--- src/rtl/bus_if_ext.sv ---
// ----------------------------------------------------------------------------
// bus_if_ext
//
// CPU-side memory interface sitting between a pipeline stage and both the
// local scratch-pad memory (SPM) and the shared system bus. SPM hits finish
// combinationally in the requesting cycle. Every other slave is reached through
// a request/grant/ready bus-master FSM. The FSM supports byte enables, an
// optional one-entry posted-write buffer, a grant/ready timeout and flush abort
// of ungranted requests.
//
// Ports
//   clk, rst                 clock, asynchronous active-high reset
//   stall, flush             pipeline control
//   busy                     CPU must hold its request
//   addr, as, rw, be,        CPU request (word address, strobe, 0=rd/1=wr,
//   wr_data                  byte enables, write data)
//   rd_data                  read data, 0 when not valid
//   err                      blocking access timed out (completion cycle/HOLD)
//   wr_err                   one-cycle pulse: posted write timed out
//   spm_*                    scratch-pad side, address/data wired through
//   bus_*                    system bus master side
//
// State table
//   state   | meaning
//   IDLE    | no bus transaction; SPM hits served, bus requests accepted
//   REQ     | bus_req high, waiting for bus_grnt
//   ACCESS  | granted; bus_as in first cycle, waiting for bus_rdy
//   HOLD    | blocking access done while stalled; rd_data/err held
// ----------------------------------------------------------------------------
module bus_if_ext #(
    parameter int DATA_W    = 32,
    parameter int ADDR_W    = 30,
    parameter int SIDX_W    = 3,
    parameter int SPM_IDX   = 1,
    parameter int TIMEOUT   = 255,
    parameter int POSTED_WR = 1
) (
    input  logic                  clk,
    input  logic                  rst,
    input  logic                  stall,
    input  logic                  flush,
    output logic                  busy,
    input  logic [ADDR_W-1:0]     addr,
    input  logic                  as,
    input  logic                  rw,
    input  logic [DATA_W/8-1:0]   be,
    input  logic [DATA_W-1:0]     wr_data,
    output logic [DATA_W-1:0]     rd_data,
    output logic                  err,
    output logic                  wr_err,
    input  logic [DATA_W-1:0]     spm_rd_data,
    output logic [ADDR_W-1:0]     spm_addr,
    output logic                  spm_as,
    output logic                  spm_rw,
    output logic [DATA_W/8-1:0]   spm_be,
    output logic [DATA_W-1:0]     spm_wr_data,
    input  logic [DATA_W-1:0]     bus_rd_data,
    input  logic                  bus_rdy,
    input  logic                  bus_grnt,
    output logic                  bus_req,
    output logic [ADDR_W-1:0]     bus_addr,
    output logic                  bus_as,
    output logic                  bus_rw,
    output logic [DATA_W/8-1:0]   bus_be,
    output logic [DATA_W-1:0]     bus_wr_data
);

    localparam logic [1:0] S_IDLE   = 2'd0;
    localparam logic [1:0] S_REQ    = 2'd1;
    localparam logic [1:0] S_ACCESS = 2'd2;
    localparam logic [1:0] S_HOLD   = 2'd3;

    localparam int BE_W  = DATA_W / 8;
    localparam int CNT_W = (TIMEOUT > 0) ? $clog2(TIMEOUT + 1) : 1;
    localparam logic              TO_EN   = (TIMEOUT > 0);
    localparam logic              POST_EN = (POSTED_WR != 0);
    localparam logic [CNT_W-1:0]  TO_MAX  = CNT_W'(TIMEOUT);
    // The counter holds the number of REQ/ACCESS cycles already completed, so
    // the cycle in which it reads TIMEOUT-1 is the TIMEOUT-th cycle spent.
    localparam logic [CNT_W-1:0]  TO_LAST = CNT_W'((TIMEOUT > 0) ? TIMEOUT - 1 : 0);

    logic [1:0]        r_state;
    logic              r_posted;
    logic              r_flushed;
    logic              r_hold_rd;
    logic              r_err_hold;
    logic [CNT_W-1:0]  r_cnt;
    logic [DATA_W-1:0] r_rd_buf;
    logic              r_bus_req;
    logic              r_bus_as;
    logic              r_bus_rw;
    logic [ADDR_W-1:0] r_bus_addr;
    logic [BE_W-1:0]   r_bus_be;
    logic [DATA_W-1:0] r_bus_wr_data;
    logic              r_wr_err;

    logic [SIDX_W-1:0] w_idx;
    logic              w_is_spm;
    logic              w_spm_hit;
    logic              w_bus_hit;
    logic              w_spm_serve;
    logic              w_to_hit;
    logic              w_req_abort;
    logic              w_timeout;
    logic              w_acc_done;
    logic              w_done;
    logic              w_flushed;
    logic              w_blk_done;

    assign w_idx       = addr[ADDR_W-1 -: SIDX_W];
    assign w_is_spm    = (w_idx == SIDX_W'(SPM_IDX));
    assign w_spm_hit   = as & ~flush & w_is_spm;
    assign w_bus_hit   = as & ~flush & ~w_is_spm;
    // SPM may be used whenever the CPU is not waiting on the bus.
    assign w_spm_serve = w_spm_hit & ((r_state == S_IDLE) | r_posted);

    assign w_to_hit    = TO_EN & (r_cnt >= TO_LAST);
    // Flush beats grant and timeout for an ungranted blocking request.
    assign w_req_abort = (r_state == S_REQ) & flush & ~r_posted;
    // Grant or ready arriving in the timeout cycle wins over the timeout.
    assign w_timeout   = ((r_state == S_REQ) & ~bus_grnt & w_to_hit & ~w_req_abort)
                       | ((r_state == S_ACCESS) & ~bus_rdy & w_to_hit);
    assign w_acc_done  = (r_state == S_ACCESS) & bus_rdy;
    assign w_done      = w_acc_done | w_timeout;
    assign w_flushed   = r_flushed | flush;
    assign w_blk_done  = w_done & ~r_posted & ~w_flushed;

    assign spm_as      = w_spm_serve & ~stall;
    assign spm_addr    = addr;
    assign spm_rw      = rw;
    assign spm_be      = be;
    assign spm_wr_data = wr_data;

    assign bus_req     = r_bus_req;
    assign bus_as      = r_bus_as;
    assign bus_rw      = r_bus_rw;
    assign bus_addr    = r_bus_addr;
    assign bus_be      = r_bus_be;
    assign bus_wr_data = r_bus_wr_data;
    assign wr_err      = r_wr_err;

    assign err = (w_blk_done & w_timeout) | ((r_state == S_HOLD) & r_err_hold);

    always_comb begin
        rd_data = '0;
        if (w_spm_serve & ~rw & ~stall)
            rd_data = spm_rd_data;
        else if (w_blk_done & w_acc_done & ~r_bus_rw)
            rd_data = bus_rd_data;
        else if ((r_state == S_HOLD) & r_hold_rd)
            rd_data = r_rd_buf;
    end

    always_comb begin
        busy = 1'b0;
        case (r_state)
            S_IDLE:           busy = w_bus_hit & ~(rw & POST_EN);
            S_REQ, S_ACCESS:  busy = r_posted ? w_bus_hit : ~w_done;
            default:          busy = 1'b0;
        endcase
    end

    always_ff @(posedge clk or posedge rst) begin
        if (rst) begin
            r_state       <= S_IDLE;
            r_posted      <= 1'b0;
            r_flushed     <= 1'b0;
            r_hold_rd     <= 1'b0;
            r_err_hold    <= 1'b0;
            r_cnt         <= '0;
            r_rd_buf      <= '0;
            r_bus_req     <= 1'b0;
            r_bus_as      <= 1'b0;
            r_bus_rw      <= 1'b0;
            r_bus_addr    <= '0;
            r_bus_be      <= '0;
            r_bus_wr_data <= '0;
            r_wr_err      <= 1'b0;
        end else begin
            r_bus_as <= 1'b0;
            r_wr_err <= 1'b0;
            case (r_state)
                S_IDLE: begin
                    r_flushed  <= 1'b0;
                    r_hold_rd  <= 1'b0;
                    r_err_hold <= 1'b0;
                    if (w_bus_hit) begin
                        r_bus_req     <= 1'b1;
                        r_bus_addr    <= addr;
                        r_bus_rw      <= rw;
                        r_bus_be      <= be;
                        r_bus_wr_data <= wr_data;
                        r_posted      <= rw & POST_EN;
                        r_cnt         <= '0;
                        r_state       <= S_REQ;
                    end
                end
                S_REQ, S_ACCESS: begin
                    if (r_cnt != TO_MAX)
                        r_cnt <= r_cnt + CNT_W'(1);
                    if ((r_state == S_ACCESS) & flush & ~r_posted)
                        r_flushed <= 1'b1;
                    if (w_req_abort) begin
                        r_bus_req     <= 1'b0;
                        r_bus_addr    <= '0;
                        r_bus_rw      <= 1'b0;
                        r_bus_be      <= '0;
                        r_bus_wr_data <= '0;
                        r_state       <= S_IDLE;
                    end else if ((r_state == S_REQ) & bus_grnt) begin
                        r_bus_as <= 1'b1;
                        r_state  <= S_ACCESS;
                    end else if (w_done) begin
                        r_bus_req     <= 1'b0;
                        r_bus_addr    <= '0;
                        r_bus_rw      <= 1'b0;
                        r_bus_be      <= '0;
                        r_bus_wr_data <= '0;
                        r_posted      <= 1'b0;
                        if (w_acc_done & ~r_bus_rw)
                            r_rd_buf <= bus_rd_data;
                        if (r_posted) begin
                            r_wr_err <= w_timeout;
                            r_state  <= S_IDLE;
                        end else if (w_flushed | ~stall) begin
                            r_state <= S_IDLE;
                        end else begin
                            r_hold_rd  <= w_acc_done & ~r_bus_rw;
                            r_err_hold <= w_timeout;
                            r_state    <= S_HOLD;
                        end
                    end
                end
                S_HOLD: begin
                    if (~stall)
                        r_state <= S_IDLE;
                end
                default: r_state <= S_IDLE;
            endcase
        end
    end

endmodule

--- config.mk ---
export PLATFORM = sky130hd
export DESIGN_NAME = bus_if_ext
export DESIGN_NICKNAME = d
export VERILOG_FILES = /design/src/rtl/bus_if_ext.sv
export SDC_FILE = /design/constraint.sdc
export NUM_CORES = 1
export LEC_CHECK = 0
export CAP_MARGIN = 30
export CORE_MARGIN = 2
export CORE_UTILIZATION = 40
export DETAILED_ROUTE_END_ITERATION = 6
export GPL_ROUTABILITY_DRIVEN = 0
export GPL_TIMING_DRIVEN = 0
export PLACE_DENSITY = 0.79
export REMOVE_ABC_BUFFERS = 1
export SLEW_MARGIN = 20
export SYNTH_ARGS = -nofsm -noshare
export SYNTH_HDL_FRONTEND = slang
export SYNTH_SLANG_ARGS = --single-unit
--- constraint.sdc ---
create_clock -name clk -period 5.1 [get_ports clk]
set_input_delay 1.02 -clock clk [delete_from_list [all_inputs] [get_ports clk]]
set_output_delay 1.02 -clock clk [all_outputs]
set_load 0.05 [all_outputs]
==> Word level (Yosys, flattened, before mapping) <==
Index checks and enable logic that the tools add are counted.
{ "op_classes": {"addsub": 1, "order_cmp": 1, "n_eq_ne": 17, "mux": 62, "bitwise_logic": 45, "reduce_logical": 10} }
{ "ops": {"columns": ["cell", "n"], "rows": [
  ["$mux 32", 7],
  ["$mux 30", 4],
  ["$pmux 32 s2", 1],
  ["$pmux 30 s2", 1],
  ["$and 1x1->1", 27],
  ["$mux 1", 26],
  ["$ne 2x2->1 const B", 9],
  ["$mux 4", 4],
  ["$mux 8", 2],
  ["$pmux 8 s2", 1],
  ["$mux 2", 7],
  ["$pmux 1 s2", 7],
  ["$not 1->1", 12],
  ["$reduce_and 5->1", 2],
  ["$add 8x1->8 const B", 1],
  ["$ge 8x8->1 const B", 1],
  ["$ne 8x8->1 const B", 1],
  ["$pmux 4 s2", 1],
  ["$ne 3x3->1 const B", 2],
  ["$or 1x1->1", 6],
  ["$pmux 2 s3", 1],
  ["$reduce_and 3->1", 2],
  ["$reduce_and 6->1", 1],
  ["$eq 2x2->1 const B", 2],
  ["8 further kinds", 8]
]} }
{ "word_totals": {"regBits": 116, "inputBits": 138, "output_inout_bits": 172, "word_cells": 150} }

==> Logic depth before layout (Yosys ltp) <==
{ "depth": {"ltp_word": 13, "ltp_mapped": 10, "depth_no_buf": 7} }

==> Worst setup path before layout <==
No wires, ideal clock.
{ "synth_timing": {"kind": "input to output", "from": "input port addr[28]", "to": "output port rd_data[0]", "arrival_time_ps": 3357, "required_time_ps": 4080, "setup_slack_ps": 723, "stages": 7, "n_path_buf": 2, "cell_sequence": "or3b_2 > a2111oi_4 > and2b_1 > buf_4 > buf_4 > nand2_1 > o21ai_0"} }
{ "synth_via": {"elab_chain_len": 6} }
{ "synth_lines": {"columns": ["item", "line", "text"], "rows": [
  ["from (decl)", "43", "input logic [ADDR_W-1:0] addr,"],
  ["$eq 3x1->1", "111", "assign w_is_spm = (w_idx == SIDX_W'(SPM_IDX));"],
  ["$and 1x1->1", "112", "assign w_spm_hit = as & ~flush & w_is_spm;"],
  ["$and 1x1->1", "115", "assign w_spm_serve = w_spm_hit & ((r_state == S_IDLE) | r_posted);"],
  ["$and 1x1->1 (2 in a row)", "146", "if (w_spm_serve & ~rw & ~stall)"],
  ["$mux 32", "146", null],
  ["to (decl)", "48", "output logic [DATA_W-1:0] rd_data,"]
]} }
No other way between the ends.

==> Final worst setup path <==
{ "layout_timing": {"from": "input port addr[27]", "to": "output port rd_data[11]"} }
Same word-level chain as after synthesis.

==> flow_results.org <==
** Layout
- Final non-filler cell total :: 988
- Leaving out fill and tap cells, the most frequent cell in the layout is clkdlybuf4s50_1.
- Total of fill cells in the finished design :: approximately 1.1k
- Net count reported at finish :: about 940
- Number of inserted diodes :: 0
- Of the cells placed in the final design, the portion with a size suffix greater than 1 is between 10% and 20%.
- The area growth from synthesis to layout is 58.1%.
- Leading cell types in the layout, fill and taps excluded :: clkdlybuf4s50_1 (297), dfrtp_1 (116), a22o_1 (67)

** Detailed routing
- In this run the top signal layer used is met4.
- Met3 wire length :: about 1500 µm
- Wire per inst :: between 15 and 20 µm
- In the detailed route, the total length drawn on met2 is a little over 9000 µm.
- For this run, the detailed router's first-pass iteration total came to 4.
- The detailed router finished its first iteration with around 270 violations.
- Total length of routed wires :: about 18000 µm
- After detailed routing, the number of remaining DRC violations is 0.
- The routed layout has approximately 5.3k vias.
- After detailed routing, the number of vias per cell comes to 5.33.
- In the final routing, the length of wire on met1 measures 7040 µm.
- Antenna viol nets, final :: 0

** Yosys
- For this run, asynchronously set or reset flops after synthesis account for 100%.
- Post-Synthesis Mean Instance Area :: 10.7 µm²
- The most used flip-flop cell after synthesis is dfrtp_1.
- Flip-flop and latch count after synthesis :: ~120
- Summing the sequential cell areas from Yosys gives ~49% of the chip area.
- The synthesized design contains 0 enable-type register cells.
- Yosys printed 0 warnings.
- Synthesis produced a netlist whose cell count is around 560.
- The cell area that synthesis handed to floorplanning was 5960 µm².
- Counting distinct cell types in the post-synthesis netlist gives 43.

** Die
- CORE AREA :: between 10000 and 15000 µm²
- Initial Utilization :: between 40 and 50%
- Row Count :: 44
- Floorplan die area :: between 15000 and 20000 µm²
- Height of the die :: 126 µm
- In this run the horizontal extent of the chip is about 130 µm.
- In this run the count of I/O pins placed on the die edge is between 300 and 400.

** Clocking
- TritonCTS built the clock tree.
- Max H-tree Level :: 4
- Cell at the root of the clock tree :: clkbuf_16
- The clock reaches the later pin of the worst-skew pair after 0.41 ns.
- Post-CTS setup repair buffer count :: 0
- Post-cts resize count :: 0
- Buffers inserted during clock tree synthesis total 17.
- Clk sink count :: 116
- Counting along the longest clock path gives a buffer depth of 2.
- In this run, post-CTS hold repair placed 0 buffers.
- Clock slew at the register clock pins of the worst setup and hold paths :: about 0.05 ns

** Timing
- Of the available clock period, the critical path in the final layout requires 98.1%.
- In the post-route analysis, the smallest setup slack over all paths is 0.0949 ns.
- Hold timing on the final database bottoms out at a slack of roughly 0.47 ns.
- Setup violations remaining at the end of the flow were counted as 0.
- For the final database, setup skew stands at between 0.005 and 0.006 ns.
- The clock period could shrink to 5.01 ns.
- Final hold violation count :: 0
- Slew of the pin with the lowest slew margin :: around 0.74 ns
- The worst pin sits at a relative slew slack of between 50% and 60%.
- Static timing analysis puts the maximum clock frequency at roughly 0.2 GHz.
- Number of pins with negative max-slew slack in the final report :: 0

** Worst setup path
- Critical-path maximum fanout :: 59
- Worst path required time :: ~4.1 ns
- Critical path class :: primary input to primary output
- The worst setup path is launched from a primary input.
- Crit end category :: primary output
- Traced cell by cell, the critical path runs through clkdlybuf4s50_1 -> or3b_2 -> a2111oi_4 -> and2b_2 -> buf_12 -> nand2_1 -> o21ai_0 -> clkdlybuf4s50_1.
- Cell seen most often among critical-path stages :: clkdlybuf4s50_1
- For flop-to-flop paths, the worst setup slack is between 2 and 2.5 ns.
- At the worst endpoint, the arrival time is between 3 and 4 ns.
- In this design, the stage delay of the slowest critical-path cell is around 0.83 ns.
- The slowest stage of the critical path is the clkdlybuf4s50_1 cell.

** Power
- Total power per unit cell area :: 514 nW/µm²
- The worst-case IR drop observed on VDD is roughly 0.00040 V.
- Pleak :: around 4.2 nW
- The design draws around 4.8 mW.

** Place
- Post-place setup slack :: 0.0432 ns
- Once detailed placement completed, the half-perimeter wirelength came to between 10000 and 15000 µm.
- Cell total after placement :: between 900 and 1k
- PortBufs :: around 310

** Worst hold path
- Type of the worst min-delay path :: register to register

** GRT
- First-pass GRT wire length :: 28500 µm
- The via count of the first global-routing pass is roughly 5.5k.
- Entering global routing, the biggest net connects 70 pins.
- Initial antenna violation count :: 0
- GRT Overall Usage :: between 20% and 30%
- Remaining global-route overflow :: 0

** Outcome
- The flow ran to the end, and the final reports show no timing, DRC or antenna violations.

** Flow run
- Maximum capacitance violations :: 0
[power breakdown]
part | internal [mW] | total (mW) | switching, mW
registers | 1.21 | 1.40 | 0.190
logic | 0.822 | 2.24 | 1.42
clock network | 0.799 | 1.20 | 0.402
total | 2.83 | 4.84 | 2.01
[cells in the mapped netlist, types with 2 or more instances]
| master | n | area (µm²) |
|---|---|---|
| dfrtp_1 | 116 | 2900 |
| buf_4 | 69 | 518 |
| a22o_1 | 67 | 587 |
| nand2_1 | 48 | 180 |
| o21ai_0 | 40 | 200 |
| a31oi_1 | 34 | 213 |
| mux2_2 | 34 | 383 |
| and2_1 | 33 | 206 |
| clkbuf_1 | 18 | 67.6 |
| inv_1 | 12 | 45.0 |
| nor2_1 | 12 | 45.0 |
| buf_2 | 8 | 40.0 |
| buf_6 | 6 | 67.6 |
| ha_1 | 6 | 75.1 |
| nand3_1 | 5 | 25.0 |
| xnor2_1 | 5 | 43.8 |
| nand4_1 | 4 | 25.0 |
| nor3_1 | 4 | 20.0 |
| nor3b_1 | 4 | 30.0 |
| nor4_1 | 3 | 18.8 |
| o211ai_1 | 3 | 22.5 |
| a211o_1 | 2 | 17.5 |
| a21oi_1 | 2 | 10.0 |
| a32o_1 | 2 | 20.0 |
| clkbuf_2 | 2 | 10.0 |
| nand2b_1 | 2 | 12.5 |
| o311ai_0 | 2 | 17.5 |
[metal layers]
| metal | track usage (%) | up-vias |
|---|---|---|
| met5 | 0 | - |
| met4 | 9.70 | 0 |
| met3 | 7.86 | 37 |
| met2 | 38.2 | 260 |
| met1 | 25.4 | 2558 |
| li1 | - | 2414 |
[path summary, 6_finish.rpt]
kind | start | cells past startpoint | end
max | addr[27] | 8 | rd_data[11]
max in group asynchronous | rst | 3 | r_flushed
min reg2reg | bus_req | 1 | bus_req
min in group asynchronous | rst | 2 | bus_wr_data[13]
min | bus_req | 1 | bus_req
max reg2reg | r_state[0] | 6 | bus_addr[0]
[layout make-up]
type                            instances  area [µm²]  area share [%]
Multi-Input combinational cell        327        2340            24.9
Tap cell                              184         230            2.45
Clock buffer                           21         470            5.00
Sequential cell                       116        2900            30.8
Clock inverter                         10         130            1.38
Inverter                               12        50.0           0.532
Timing Repair Buffer                  318        3290            35.0
[worst max-delay path: cells and delay by family]
kind | cells | cell delay [ns]
compound gates | 2 | 0.45
simple gates | 3 | 0.89
buf+inv | 3 | 1.59
[kinds of logic (layout without fill, tap and decap cells)]
kind of cell	after synthesis	in the layout	synth area share [%]
and+or+nand+nor	122	122	10.4
buffers and inverters	116	361	12.6
adders and majority gates	6	6	1.26
AOI/OAI and AO/OA	159	159	19.6
DFF	116	116	48.7
muxes	35	35	6.60
xor gates and xnor gates	5	5	0.735
[state kept, by name, indices dropped and copies added, names as in the netlist]
| name | count |
|---|---|
| r_state | 2 |
| wr_err | 1 |
| r_err_hold | 1 |
| bus_wr_data | 32 |
| bus_addr | 30 |
| bus_rw | 1 |
| r_posted | 1 |
| bus_be | 4 |
| r_flushed | 1 |
| r_hold_rd | 1 |
| bus_req | 1 |
| r_rd_buf | 32 |
| bus_as | 1 |
| r_cnt | 8 |
[metrics by stage]
| step | util (%) | cell area, µm² | TNS, ns |
|---|---|---|---|
| floorplan | - | 5250 | -3.17 |
| finish | 64.8 | 9420 | 0 |
| detailed placement | 60.4 | 8770 | 0 |
| global route | 64.8 | 9420 | -0.0133 |
| CTS | 64.5 | 9370 | 0 |
| global placement | 59.0 | 8570 | -183.27 |
Power figures use the tool's default switching activity.
